## src/rtl/abs_cmd_ctrl.sv

```systemverilog
// Debug abstract-command sequencer: validates commands from dm_regs, tracks busy/cmderr,
// performs one req/gnt/rvalid register access on the core port and returns read data to data0.
module abs_cmd_ctrl #(
  parameter int TIMEOUT = 256,
  parameter int CNT_W   = 9
) (
  input  logic        sys_clk,
  input  logic        sys_rst,
  input  logic        cmd_wr,
  input  logic [31:0] command,
  input  logic [31:0] data0,
  input  logic        cmderr_clr,
  input  logic        hart_halted,
  output logic        busy,
  output logic [2:0]  cmderr,
  output logic        acc_req,
  output logic        acc_wr,
  output logic [15:0] acc_regno,
  output logic [31:0] acc_wdata,
  input  logic        acc_gnt,
  input  logic        acc_rvalid,
  input  logic [31:0] acc_rdata,
  input  logic        acc_err,
  output logic        data0_we,
  output logic [31:0] data0_wdata
);

  typedef enum logic [1:0] {IDLE, ISSUE, WAIT_RD} state_e;

  state_e             state_q, state_d;
  logic [2:0]         cmderr_q, cmderr_d;
  logic               acc_wr_q, acc_wr_d;
  logic [15:0]        acc_regno_q, acc_regno_d;
  logic [31:0]        acc_wdata_q, acc_wdata_d;
  logic               data0_we_q, data0_we_d;
  logic [31:0]        data0_wdata_q, data0_wdata_d;
  logic [CNT_W-1:0]   cnt_q, cnt_d;

  logic [7:0]  cmd_type;
  logic [2:0]  cmd_aarsize;
  logic        cmd_postexec;
  logic        cmd_transfer;
  logic        cmd_write;
  logic [15:0] cmd_regno;
  logic        regno_ok;
  logic        cnt_last;

  assign cmd_type     = command[31:24];
  assign cmd_aarsize  = command[22:20];
  assign cmd_postexec = command[18];
  assign cmd_transfer = command[17];
  assign cmd_write    = command[16];
  assign cmd_regno    = command[15:0];
  // CSRs occupy 0x0000-0x0FFF and GPRs 0x1000-0x101F, so one upper bound covers both.
  assign regno_ok     = (cmd_regno <= 16'h101F);
  assign cnt_last     = (cnt_q >= CNT_W'(TIMEOUT - 1));

  always_comb begin
    state_d       = state_q;
    cmderr_d      = cmderr_q;
    acc_wr_d      = acc_wr_q;
    acc_regno_d   = acc_regno_q;
    acc_wdata_d   = acc_wdata_q;
    data0_we_d    = 1'b0;
    data0_wdata_d = data0_wdata_q;
    cnt_d         = cnt_q;

    // Clear is applied first so any error raised in the same cycle overrides it.
    if (cmderr_clr) cmderr_d = 3'd0;

    case (state_q)
      IDLE: begin
        if (cmd_wr) begin
          if (cmderr_q != 3'd0) begin
            cmderr_d = cmderr_q;
          end else if ((cmd_type != 8'd0) || cmd_postexec) begin
            cmderr_d = 3'd2;
          end else if (!cmd_transfer) begin
            cmderr_d = cmderr_q;
          end else if (cmd_aarsize != 3'd2) begin
            cmderr_d = 3'd2;
          end else if (!hart_halted) begin
            cmderr_d = 3'd4;
          end else if (!regno_ok) begin
            cmderr_d = 3'd3;
          end else begin
            acc_wr_d    = cmd_write;
            acc_regno_d = cmd_regno;
            acc_wdata_d = data0;
            cnt_d       = '0;
            state_d     = ISSUE;
          end
        end
      end
      ISSUE: begin
        if (cmd_wr && (cmderr_q == 3'd0)) cmderr_d = 3'd1;
        if (acc_gnt && acc_wr_q) begin
          state_d = IDLE;
          if (acc_err) cmderr_d = 3'd3;
        end else if (cnt_last) begin
          cmderr_d = 3'd7;
          state_d  = IDLE;
        end else begin
          cnt_d = cnt_q + 1'b1;
          if (acc_gnt) state_d = WAIT_RD;
        end
      end
      WAIT_RD: begin
        if (cmd_wr && (cmderr_q == 3'd0)) cmderr_d = 3'd1;
        if (acc_rvalid) begin
          state_d = IDLE;
          if (acc_err) begin
            cmderr_d = 3'd3;
          end else begin
            data0_we_d    = 1'b1;
            data0_wdata_d = acc_rdata;
          end
        end else if (cnt_last) begin
          cmderr_d = 3'd7;
          state_d  = IDLE;
        end else begin
          cnt_d = cnt_q + 1'b1;
        end
      end
      default: state_d = IDLE;
    endcase
  end

  always_ff @(posedge sys_clk) begin
    if (sys_rst) begin
      state_q       <= IDLE;
      cmderr_q      <= 3'd0;
      acc_wr_q      <= 1'b0;
      acc_regno_q   <= 16'd0;
      acc_wdata_q   <= 32'd0;
      data0_we_q    <= 1'b0;
      data0_wdata_q <= 32'd0;
      cnt_q         <= '0;
    end else begin
      state_q       <= state_d;
      cmderr_q      <= cmderr_d;
      acc_wr_q      <= acc_wr_d;
      acc_regno_q   <= acc_regno_d;
      acc_wdata_q   <= acc_wdata_d;
      data0_we_q    <= data0_we_d;
      data0_wdata_q <= data0_wdata_d;
      cnt_q         <= cnt_d;
    end
  end

  assign busy        = (state_q != IDLE);
  assign acc_req     = (state_q == ISSUE);
  assign cmderr      = cmderr_q;
  assign acc_wr      = acc_wr_q;
  assign acc_regno   = acc_regno_q;
  assign acc_wdata   = acc_wdata_q;
  assign data0_we    = data0_we_q;
  assign data0_wdata = data0_wdata_q;

endmodule
```

## config.mk

```make
export PLATFORM = sky130hd
export DESIGN_NAME = abs_cmd_ctrl
export DESIGN_NICKNAME = d
export VERILOG_FILES = /design/src/rtl/abs_cmd_ctrl.sv
export SDC_FILE = /design/constraint.sdc
export NUM_CORES = 1
export LEC_CHECK = 0
export CAP_MARGIN = 0
export CORE_ASPECT_RATIO = 0.75
export CORE_UTILIZATION = 45
export CTS_BUF_LIST = sky130_fd_sc_hd__clkbuf_2
export DETAILED_ROUTE_END_ITERATION = 8
export PLACE_DENSITY_LB_ADDON = 0.3
export SLEW_MARGIN = 5
export SYNTH_ARGS = -nofsm -noshare
export SYNTH_HDL_FRONTEND = slang
export SYNTH_SLANG_ARGS = --single-unit
```

## constraint.sdc

```tcl
create_clock -name sys_clk -period 3.7 [get_ports sys_clk]
set_input_delay 0.555 -clock sys_clk [delete_from_list [all_inputs] [get_ports sys_clk]]
set_output_delay 0.555 -clock sys_clk [all_outputs]
set_load 0.05 [all_outputs]
```

---- Word level (Yosys, flattened, before mapping) ----
Cells that the tools add are included.
cells by class
  $add $sub $neg .......................... 1
  $lt $le $gt $ge ......................... 2
  equal/unequal tests ..................... 16
  mux-type cells .......................... 39
  bitwise gates (word level) .............. 6
  reductions and logical operators ........ 15
operators by type and width
  kind                                                               count
  2-to-1 mux 9 bit                                                   10
  2-to-1 mux 3 bit                                                   13
  case mux 9 bit (3 select lines)                                    1
  2-to-1 mux 2 bit                                                   12
  != test 2 bit (second input constant)                              9
  less-or-equal comparator 16 x 13 -> 1 bit (second input constant)  1
  AND reduction 10 bit                                               1
  adder 9 x 1 -> 9 bit (second input constant)                       1
  >= comparator 9 x 8 -> 1 bit (second input constant)               1
  case mux 3 bit (3 select lines)                                    1
  AND reduction 9 bit                                                1
  AND reduction 8 bit                                                1
  nonzero test 8 bit                                                 1
  != test 3 bit (second input constant)                              2
  inverter 1 bit                                                     6
  case mux 2 bit (3 select lines)                                    1
  nonzero test 3 bit                                                 2
  != test 4 x 1 -> 1 bit (second input constant)                     1
  != test 4 bit (second input constant)                              1
  zero test 3 bit                                                    1
  != test 3 x 2 -> 1 bit (second input constant)                     1
  AND reduction 3 bit                                                1
  OR reduction 3 bit                                                 1
  == test 2 x 1 -> 1 bit (second input constant)                     1
  other kinds (7)                                                    8
word-level totals
  register bits after elaboration ......... 96

---- Depth between registers and ports, before layout ----
  depth after elaboration ................. 9
  depth in mapped cells ................... 9
  depth with buffers taken out ............ 9

---- Least setup slack after synthesis ----
No wires, ideal clock.
  kind .................................... input-to-reg
  from .................................... in command[25]
  to ...................................... reg cnt_q[0]
  data arrival time ....................... 2186 ps
  required time ........................... 3560 ps
  slack ................................... 1375 ps
  stages on the path ...................... 7
  path buffers ............................ 2
  cells stage by stage .................... nor3_1 > nand4_4 > or4_1 > buf_6 > buf_8 > a221oi_4 > o22ai_1
between the ends
  word-level cells in the longest chain between the ends .. 4
ends and longest elaborated chain
  what                            line  RTL
  start, declared                 10    input logic [31:0] command,
  nonzero test 8 bit              76    end else if ((cmd_type != 8'd0) || cmd_postexec) begin
  logical OR 1 bit                76
  != test 2 bit (no line)         --
  AND reduction 10 bit (no line)  --
  end signal, assigned            147   cnt_q <= cnt_d;
  end, declared                   37    logic [CNT_W-1:0] cnt_q, cnt_d;
Every way passes these cells.
A chain may end at the register's enable or synchronous reset.

---- Final worst setup path ----
  from .................................... reg state_q[1]
  to ...................................... out busy
between the ends
  word-level cells in the longest chain between the ends .. 1
ends and longest elaborated chain
  what                    line  RTL
  start, declared         30    state_e state_q, state_d;
  start signal, assigned  140   state_q <= state_d;
  nonzero test 2 bit      151   assign busy = (state_q != IDLE);
  end, declared           14    output logic busy,
Every way passes these cells.

==> flow_summary.json <==
{
  "status": "finished, final reports clean",
  "detail-route-antenna-nets": 0,
  "syn-num-nets": 637,
  "synth_common_cells": "96 x dfxtp_1, 85 x a21oi_1, 81 x nand2_1, 59 x o21ai_0, 55 x nand3_1",
  "rr_worst_depth": 8,
  "dpl_cell_area_sq_um": 6130,
  "yosysMostFrequentCell": "dfxtp_1",
  "path_max_fanout": 12,
  "grt_max_degree": 97,
  "area.growth.synth_to_final_pct": 48.6,
  "final_nets": 800,
  "seq_area_frac_synth": 0.457,
  "clk_pin_slew_worst_paths_ns": 0.24,
  "clk_latency_ns": 0.57,
  "overflow": 0,
  "coreArea_sq_um": 9050,
  "cts_resized": 0,
  "cts_sinks": 96,
  "die_h_um": 85.7,
  "firstDrtPassIters": 4,
  "worst_clock_skew_ns": 0.0220,
  "p_clk_frac": 0.294,
  "yosysWarnings": 0,
  "power_frac_seq": 0.593,
  "power_density_nw_per_um2": 281,
  "hold_depth": 2,
  "finalWeightedCongestion": 0.866,
  "fin_area_sq_um": 6250,
  "netlist_area_sq_um": 4210,
  "syn_inst": 527,
  "synth_edf_count": 0,
  "vdd_drop_max_mv": 0.198,
  "antenna_found_initial": 0,
  "antenna_cells": 0,
  "period_share": 0.906,
  "drt_iter0_markers": 361,
  "hold_class": "register to register",
  "yosysTopAreaCell": "dfxtp_1",
  "dr_wl_met3_um": 822,
  "viasPerCell": 5.46,
  "start_util": 0.465,
  "fmax_mhz": 298,
  "worst_pin_slew_ns": 1.05,
  "final-max-slew-violation-count": 0,
  "cts_root_buf": "clkbuf_2",
  "syn_avg_cell_area_sq_um": 7.98,
  "ys_dominant_reg_cell": "dfxtp_1",
  "cts_tree": "yes",
  "dp_hpwl_um": 9060,
  "htree_levels": 3,
  "cts_made_buffers": 9,
  "layout_min_cycle_time_ns": 3.35,
  "post_drt_wl_per_cell_um": 15.6,
  "synthArstFlopShare": 0,
  "crit_type": "register to primary output",
  "grt_use_total": 0.260,
  "fp-row-count": 30,
  "sw_frac_of_total": 0.253,
  "io_buffers": 188,
  "finalSetupTns_ns": 0,
  "postCtsHoldBufs": 0,
  "grt_pass1_wl_um": 20000,
  "drv_cap": 0,
  "dieArea_sq_um": 9750,
  "power_w": 0.00176,
  "synth_top_cells_by_area": "dfxtp_1 46%, a21oi_1 10%, nand2_1 7.2%, o21ai_0 7.0%, nand3_1 6.5%",
  "synth_top_area_share": 0.457,
  "final_layout_size_suffix_gt1_frac": 0.0504,
  "wl_met2_um": 6180,
  "p_comb_frac": 0.113,
  "maxSlewHeadroom": 0.301,
  "setup_violations": 0,
  "leakage_nw": 2.02,
  "wl_met1_um": 5680,
  "arrival_ns": 2.80,
  "synth_cell_types": 51,
  "critical_path_required_ns": 3.14,
  "cp-end-kind": "primary output",
  "ys_seq_elements": 96,
  "cts_setup_buffers": 0,
  "drcViolationCount": 0,
  "die-width_um": 114,
  "cts_buffer_depth": 2,
  "ioPinCount": 191,
  "grt_setup_unrepaired": "no",
  "wl_um": 12900,
  "p_switching_w": 0.000446,
  "hold_viol": 0,
  "critPathLaunchType": "register",
  "internal_power_w": 0.00131,
  "top_layer": "met4",
  "vias": 4496,
  "grt_pass1_vias": 4071
}
## critical path: stages (launching register included)
cell and delay, ns:
dfxtp_1 0.41, inv_1 0.09, ha_1 0.51, clkinv_1 0.43, clkdlybuf4s50_1 0.81
## path summary, 6_finish.rpt
kind                      to       startpoint  slack (ns)
max                     busy       state_q[1]        0.35
min          data0_wdata[28]  data0_wdata[28]        0.47
max reg2reg         cnt_q[1]         cnt_q[0]        1.02
min reg2reg  data0_wdata[28]  data0_wdata[28]        0.47
## per-layer routing
layer | global-route usage | up-vias
met2 | 0.433 | 160
met3 | 0.0756 | 18
met1 | 0.331 | 2110
met4 | 0.0634 | 0
met5 | 0 | -
li1 | - | 2208
## layout by cell type, fill, tap and decap left out, types with 2 or more instances in the layout
master           synthesis  layout
clkdlybuf4s50_1          0     187
dfxtp_1                 96      96
a21oi_1                 85      85
nand2_1                 81      81
o21ai_0                 59      59
nand3_1                 55      55
inv_1                   13      13
clkbuf_2                 0      10
nor2_1                  10       9
buf_4                    0       7
ha_1                     6       6
nor3b_1                  5       5
nor3_1                   5       5
nor4_1                   5       5
a221oi_1                 5       5
o32ai_1                  5       5
nand4_1                  3       3
nor2b_1                  3       3
or2_2                    3       3
a211oi_1                 3       3
nand2b_1                 3       3
o211ai_1                 3       3
clkinv_1                 2       2
nor4_4                   2       2
or3_1                    2       2
and4_1                   2       2
o22ai_1                  2       2
nand4b_1                 2       2
a21o_1                   2       2
o2111ai_1                2       2
clkinvlp_4               0       2
## stage by stage
step                      setup slack, ns  hold slack (ns)  utilization  std cells
final                               0.346            0.470        0.691        823
after global routing                0.161            0.416        0.691        823
after CTS                           0.328            0.436        0.691        823
after detailed placement            0.599            0.447        0.678        807
after global placement              0.667            0.441        0.678        807
after floorplan                      1.37            0.441            -        527
## logic make-up after synthesis
group / share of synthesized area
buffers and inverters: 0.0577
adder cells (fa/ha/maj): 0.0178
flip-flops: 0.457
AND/OR/NAND/NOR: 0.220
AO/OA/AOI/OAI: 0.247
## power by group through the flow
stage | logic (W) | clock network, W | registers (W)
floorplan | 0.0000553 | 0 | 0.00107
global placement | 0.000193 | 0 | 0.00106
detailed placement | 0.000196 | 0 | 0.00106
CTS | 0.000197 | 0.000537 | 0.00104
global route | 0.000211 | 0.000577 | 0.00105
finish | 0.000198 | 0.000517 | 0.00104
## flip-flops by register name, summed over array words and instances, names as in the netlist
name	flops
acc_regno	16
acc_wdata	32
acc_wr	1
cmderr	3
cnt_q	9
data0_wdata	32
data0_we	1
state_q	2
## cell type report
| type | count | area (sq um) |
|---|---|---|
| Clock buffer | 10 | 50.0 |
| Timing Repair Buffer | 196 | 1950 |
| Clock inverter | 6 | 67.6 |
| Fill cell | 763 | 2800 |
| Tap cell | 128 | 160 |
| Sequential cell | 96 | 1920 |
| Multi-Input combinational cell | 372 | 2050 |
| Inverter | 15 | 56.3 |
(Power assumes the default switching activity.)
==> patch 1 (same flow settings) <==
The parameter `TIMEOUT` goes from 256 to 128.
--- a/src/rtl/abs_cmd_ctrl.sv
+++ b/src/rtl/abs_cmd_ctrl.sv
@@ -3,3 +3,3 @@
 module abs_cmd_ctrl #(
-  parameter int TIMEOUT = 256,
+  parameter int TIMEOUT = 128,
   parameter int CNT_W   = 9
Formal check against the unedited RTL: same outputs for any inputs over 4 cycles, from zero or initial values and one cycle with sys_rst high; that may be too few to reach the edited logic, so the function may still have changed.
==> patch 1 against the original RTL <==
Clock power is 1% higher; routed wire length shrank 6.3%; setup slack better by 0.16 ns; synthesized cell count decreased by 2.3%; count of clock-buffer cells in the layout is the same; global-route usage is 1.5 points lower; cell area shrank 1.2%; sequential cell count stayed put; total power fell by 0.68%; sequential power about the same; non-clock buffer count decreased by 2; area after synthesis decreased by 0.95%.
==> patch 1: results (changes against the original RTL) <==
[global_route]
grt_usage_pct=24.4  ; -1.5 points
grt_max_degree=103  ; +6.2%
grt_pass1_vias=3983  ; -2.2%
grt_pass1_wl_um=18800  ; -6.2%

[final_layout]
instances_no_fill=804  ; -2.3%
diodes=0  ; unchanged
fin_nets=797  ; -0.38%
drive_gt1_share_pct=6.79  ; +1.8 points

[setup_path]
cp_slowest_cell=clkdlybuf4s50_1
worstPathArrival_ns=2.64  ; -0.16 ns
cp_max_fo=11  ; -1

[pwr]
peakVddDrop_uv=194  ; -2.3%
seqPwrFrac_pct=59.7  ; +0.4 points
p_leak_nw=2.01  ; -0.34%
p_clk_w=0.000523  ; +1%
power_density_nw_per_um2=283  ; +0.51%
internal_power_w=0.00132  ; +0.12%

[placed_design]
hpwl_um=8770  ; -3.2%
io_buffers=188  ; unchanged
routabilityCongestion=0.914  ; +5.5%
dp_cells=788  ; -2.4%
place_ws_ns=0.555  ; -0.0440 ns

[drt]
firstDrtPassIters=5  ; +1
totalWireLength_um=12100  ; -6.3%
drt_iter0_drc=354  ; -1.9%
vias=4273  ; -5.0%

[timing]
timing.slew.headroom_pct=28.2  ; -1.9 points
clock_skew_ns=0.0209  ; -0.00106 ns

[clock_network]
clk_pin_slew_worst_paths_ns=0.26  ; +0.02 ns
insertion_delay_ns=0.55  ; -0.02 ns
post_cts_resized=0  ; unchanged

[min_path]
hold_class=reg -> reg

[yosys]
synth_top_cells_by_count=nand2_1 (154), dfxtp_1 (96), a21oi_1 (83)
ys_seq_area_share_pct=46.1  ; +0.44 points
netlist_top_cells_area=dfxtp_1 (46%), nand2_1 (14%), a21oi_1 (10%)
syn_inst=515  ; -2.3%
syn_nets=625  ; -1.9%

[run_status]
status=completed

patch 1: cell types whose count changed in the layout (fill, tap and decap cells not counted), moves of 4 or more:
cell      unedited run  this run
nand2_1             81       154
nand3_1             55         5
o31ai_1              0         4
a21oi_2              0        10
o21ai_0             59         5
nand2_2              0        10
o32ai_1              5         0
nand2b_1             3         7
or3_1                2         6
patch 1: path summary, 6_finish.rpt:
kind | from | slack, ns | depth (start not counted) | to
setup / recovery | state_q[0] | 0.50 | 5 | busy
hold / removal | acc_regno[12] | 0.47 | 2 | acc_regno[12]
setup reg to reg | state_q[0] | 1.00 | 8 | acc_regno[4]
hold reg to reg | acc_regno[12] | 0.47 | 2 | acc_regno[12]
patch 1: layout make-up:
| cell class | instances | area [µm²] |
|---|---|---|
| Inverter | 12 | 45.0 |
| Clock inverter | 6 | 67.6 |
| Multi-Input combinational cell | 374 | 2030 |
| Fill cell | 732 | 2830 |
| Sequential cell | 96 | 1920 |
| Timing Repair Buffer | 194 | 1920 |
| Clock buffer | 10 | 50.0 |
| Tap cell | 112 | 140 |
patch 1: through the flow:
stage | instance area, µm² | util [%]
finish | 6180 | 68.6
detailed placement | 6060 | 67.3
CTS | 6180 | 68.6
global placement | 6060 | 67.3
global route | 6180 | 68.6
floorplan | 4170 | -
patch 1: cells by family (layout without fill, tap and decap cells):
family	count (synthesis)	count (layout)	synth area share [%]
compound gates	137	137	20.5
fa+ha+maj	6	6	1.80
buf+inv	45	222	5.22
flops	96	96	46.1
mux	3	3	0.721
simple gates	228	228	25.6
patch 1: metal layers:
metal / GRT usage [%] / share of wire, %
met1: 30.0 / 43
met2: 42.2 / 48
met3: 6.79 / 8.0
met4: 6.58 / 1.1
met5: 0 / 0
==> patch 2 (config.mk and constraints unchanged) <==
Without the edit above. Re-encode `state_e` (3 states) as one-hot, 3 bits wide.
--- a/src/rtl/abs_cmd_ctrl.sv
+++ b/src/rtl/abs_cmd_ctrl.sv
@@ -27,3 +27,3 @@
 
-  typedef enum logic [1:0] {IDLE, ISSUE, WAIT_RD} state_e;
+  typedef enum logic [2:0] {IDLE = 3'b001, ISSUE = 3'b010, WAIT_RD = 3'b100} state_e;
 
Check against the original RTL: same outputs for any inputs over 4 cycles, from zero or initial values and one cycle with sys_rst high; so few cycles prove little.
==> patch 2 against the original RTL <==
Cell area fell by 4.2%; hold slack got worse by 0.0046 ns; setup slack improved by 0.42 ns; sequential share of layout area rose by 1.7 points; routed wire length fell by 13%; total power rose by 3.9%; area after synthesis fell by 6.2%; utilization rose by 1.4 points; sequential cell count rose by 1; clock skew rose by 0.013 ns; synthesized cell count fell by 8.3%; count of clock-buffer cells in the layout fell by 1; final cell count fell by 6.6%; largest power group unchanged.
==> patch 2: results (changes against the original RTL) <==
[global_route]
grt_usage_pct=24.7  ; -1.3 points
grt_max_degree=54  ; -44%
grt_pass1_vias=3667  ; -9.9%
grt_pass1_wl_um=17700  ; -12%

[yosys]
synth_top_cells_by_count=nand2_1 (165), dfxtp_1 (97), a21oi_1 (83)
netlist_top_cells_area=dfxtp_1 (49%), nand2_1 (16%), a21oi_1 (11%)
yosysWarnings=0  ; unchanged
syn_inst=483  ; -8.3%
ys_types=52  ; +2.0%
syn_nets=589  ; -7.5%
ys_seq_area_share_pct=49.2  ; +3.5 points
synthArstFlopShare_pct=0  ; unchanged

[pwr]
combPwrFrac_pct=10.4  ; -0.9 points
p_seq_w=0.00106
peakVddDrop_uv=208  ; +4.6%
internal_power_w=0.00139  ; +5.9%
p_leak_nw=2.00  ; -0.82%
seqPwrFrac_pct=57.9  ; -1.4 points

[placed_design]
hpwl_um=8190  ; -9.6%
dp_cells=754  ; -6.6%
placed_area_um2=5850  ; -4.5%
routabilityCongestion=0.931  ; +7.4%
place_ws_ns=0.602  ; +0.00269 ns

[setup_path]
regToRegSetupSlack_ns=1.16  ; +0.14 ns
rr_worst_depth=11  ; +3
r2r-end=cmderr[0]
worstPathArrival_ns=2.38  ; -0.42 ns
timing.rr.start=cnt_q[1]
cp_max_fo=11  ; -1

[final_layout]
post-route-cell-area_um2=5990  ; -4.2%
n_fill_cell=662  ; -13%
drive_gt1_share_pct=4.99  ; -0.044 points
fin_nets=763  ; -4.6%
instances_no_fill=769  ; -6.6%

[clock_network]
postCtsSetupBuffers=0  ; unchanged
clk_pin_slew_worst_paths_ns=0.25
insertion_delay_ns=0.55  ; -0.02 ns
cts_buffers=9  ; unchanged

[floorplanning]
start_util_pct=46.5  ; about the same

[drt]
drt_iter0_drc=224  ; -38%
avgRoutedWirePerCell_um=14.6  ; -6.5%
via_per_inst=5.16  ; -5.5%

[min_path]
min-delay-start=acc_wdata[0]
holdPathEnd=acc_wdata[0]
whs_path_depth=2  ; unchanged

[timing]
tightest_slew_ns=1.07  ; +0.0216 ns
whs_ns=0.466  ; -0.00457 ns
clock_skew_ns=0.0346  ; +0.0126 ns

[run_status]
status=completed

patch 2: changes by cell type in the layout (fill, tap and decap cells not counted), moves of 4 or more:
| cell | delta |
|---|---|
| a221oi_1 | -5 |
| and3_1 | +4 |
| ha_1 | -4 |
| inv_1 | -4 |
| mux2i_1 | +6 |
| nand2_1 | +84 |
| nand3_1 | -47 |
| o21ai_0 | -57 |
| o31ai_1 | +4 |
| o32ai_1 | -5 |
| or3_1 | +4 |
patch 2: worst max-delay path by stage:
stage,cells past startpoint,slack [ns],endpoint,start
after CTS,4,0.70,busy,state_q[0]
after detailed placement,7,0.60,cnt_q[2],command[8]
after floorplan,6,0.69,cnt_q[7],state_q[0]
after global placement,7,0.64,cnt_q[2],command[8]
final,4,0.77,busy,state_q[0]
after global routing,4,0.59,busy,state_q[0]
patch 2: kinds of logic after synthesis:
kind of cell | share of synthesized area (%)
DFF | 49.2
buffers and inverters | 4.66
AOI/OAI and AO/OA | 19.2
muxes | 1.52
and+or+nand+nor | 24.8
adders and majority gates | 0.634
patch 2: cell type report:
class	count	area share, %
Sequential cell	97	32.4
Timing Repair Buffer	193	32.0
Multi-Input combinational cell	347	30.5
Tap cell	108	2.26
Clock inverter	6	1.50
Clock buffer	9	0.752
Inverter	9	0.564
patch 2: routing by layer:
metal  global-route usage [%]  wire [µm]  vias up
met5                        0          0        -
met3                     6.28        990       18
met2                     39.9       5120      147
met4                     9.09        248        0
li1                         -          -     1999
met1                     31.6       4890     1806
patch 2: worst max-delay path, cell delays in order, from the launching register on:
cell and delay [ns]:
dfxtp_1 0.58, nor3b_1 0.23, buf_4 0.23, inv_1 0.10, clkdlybuf4s50_1 0.71
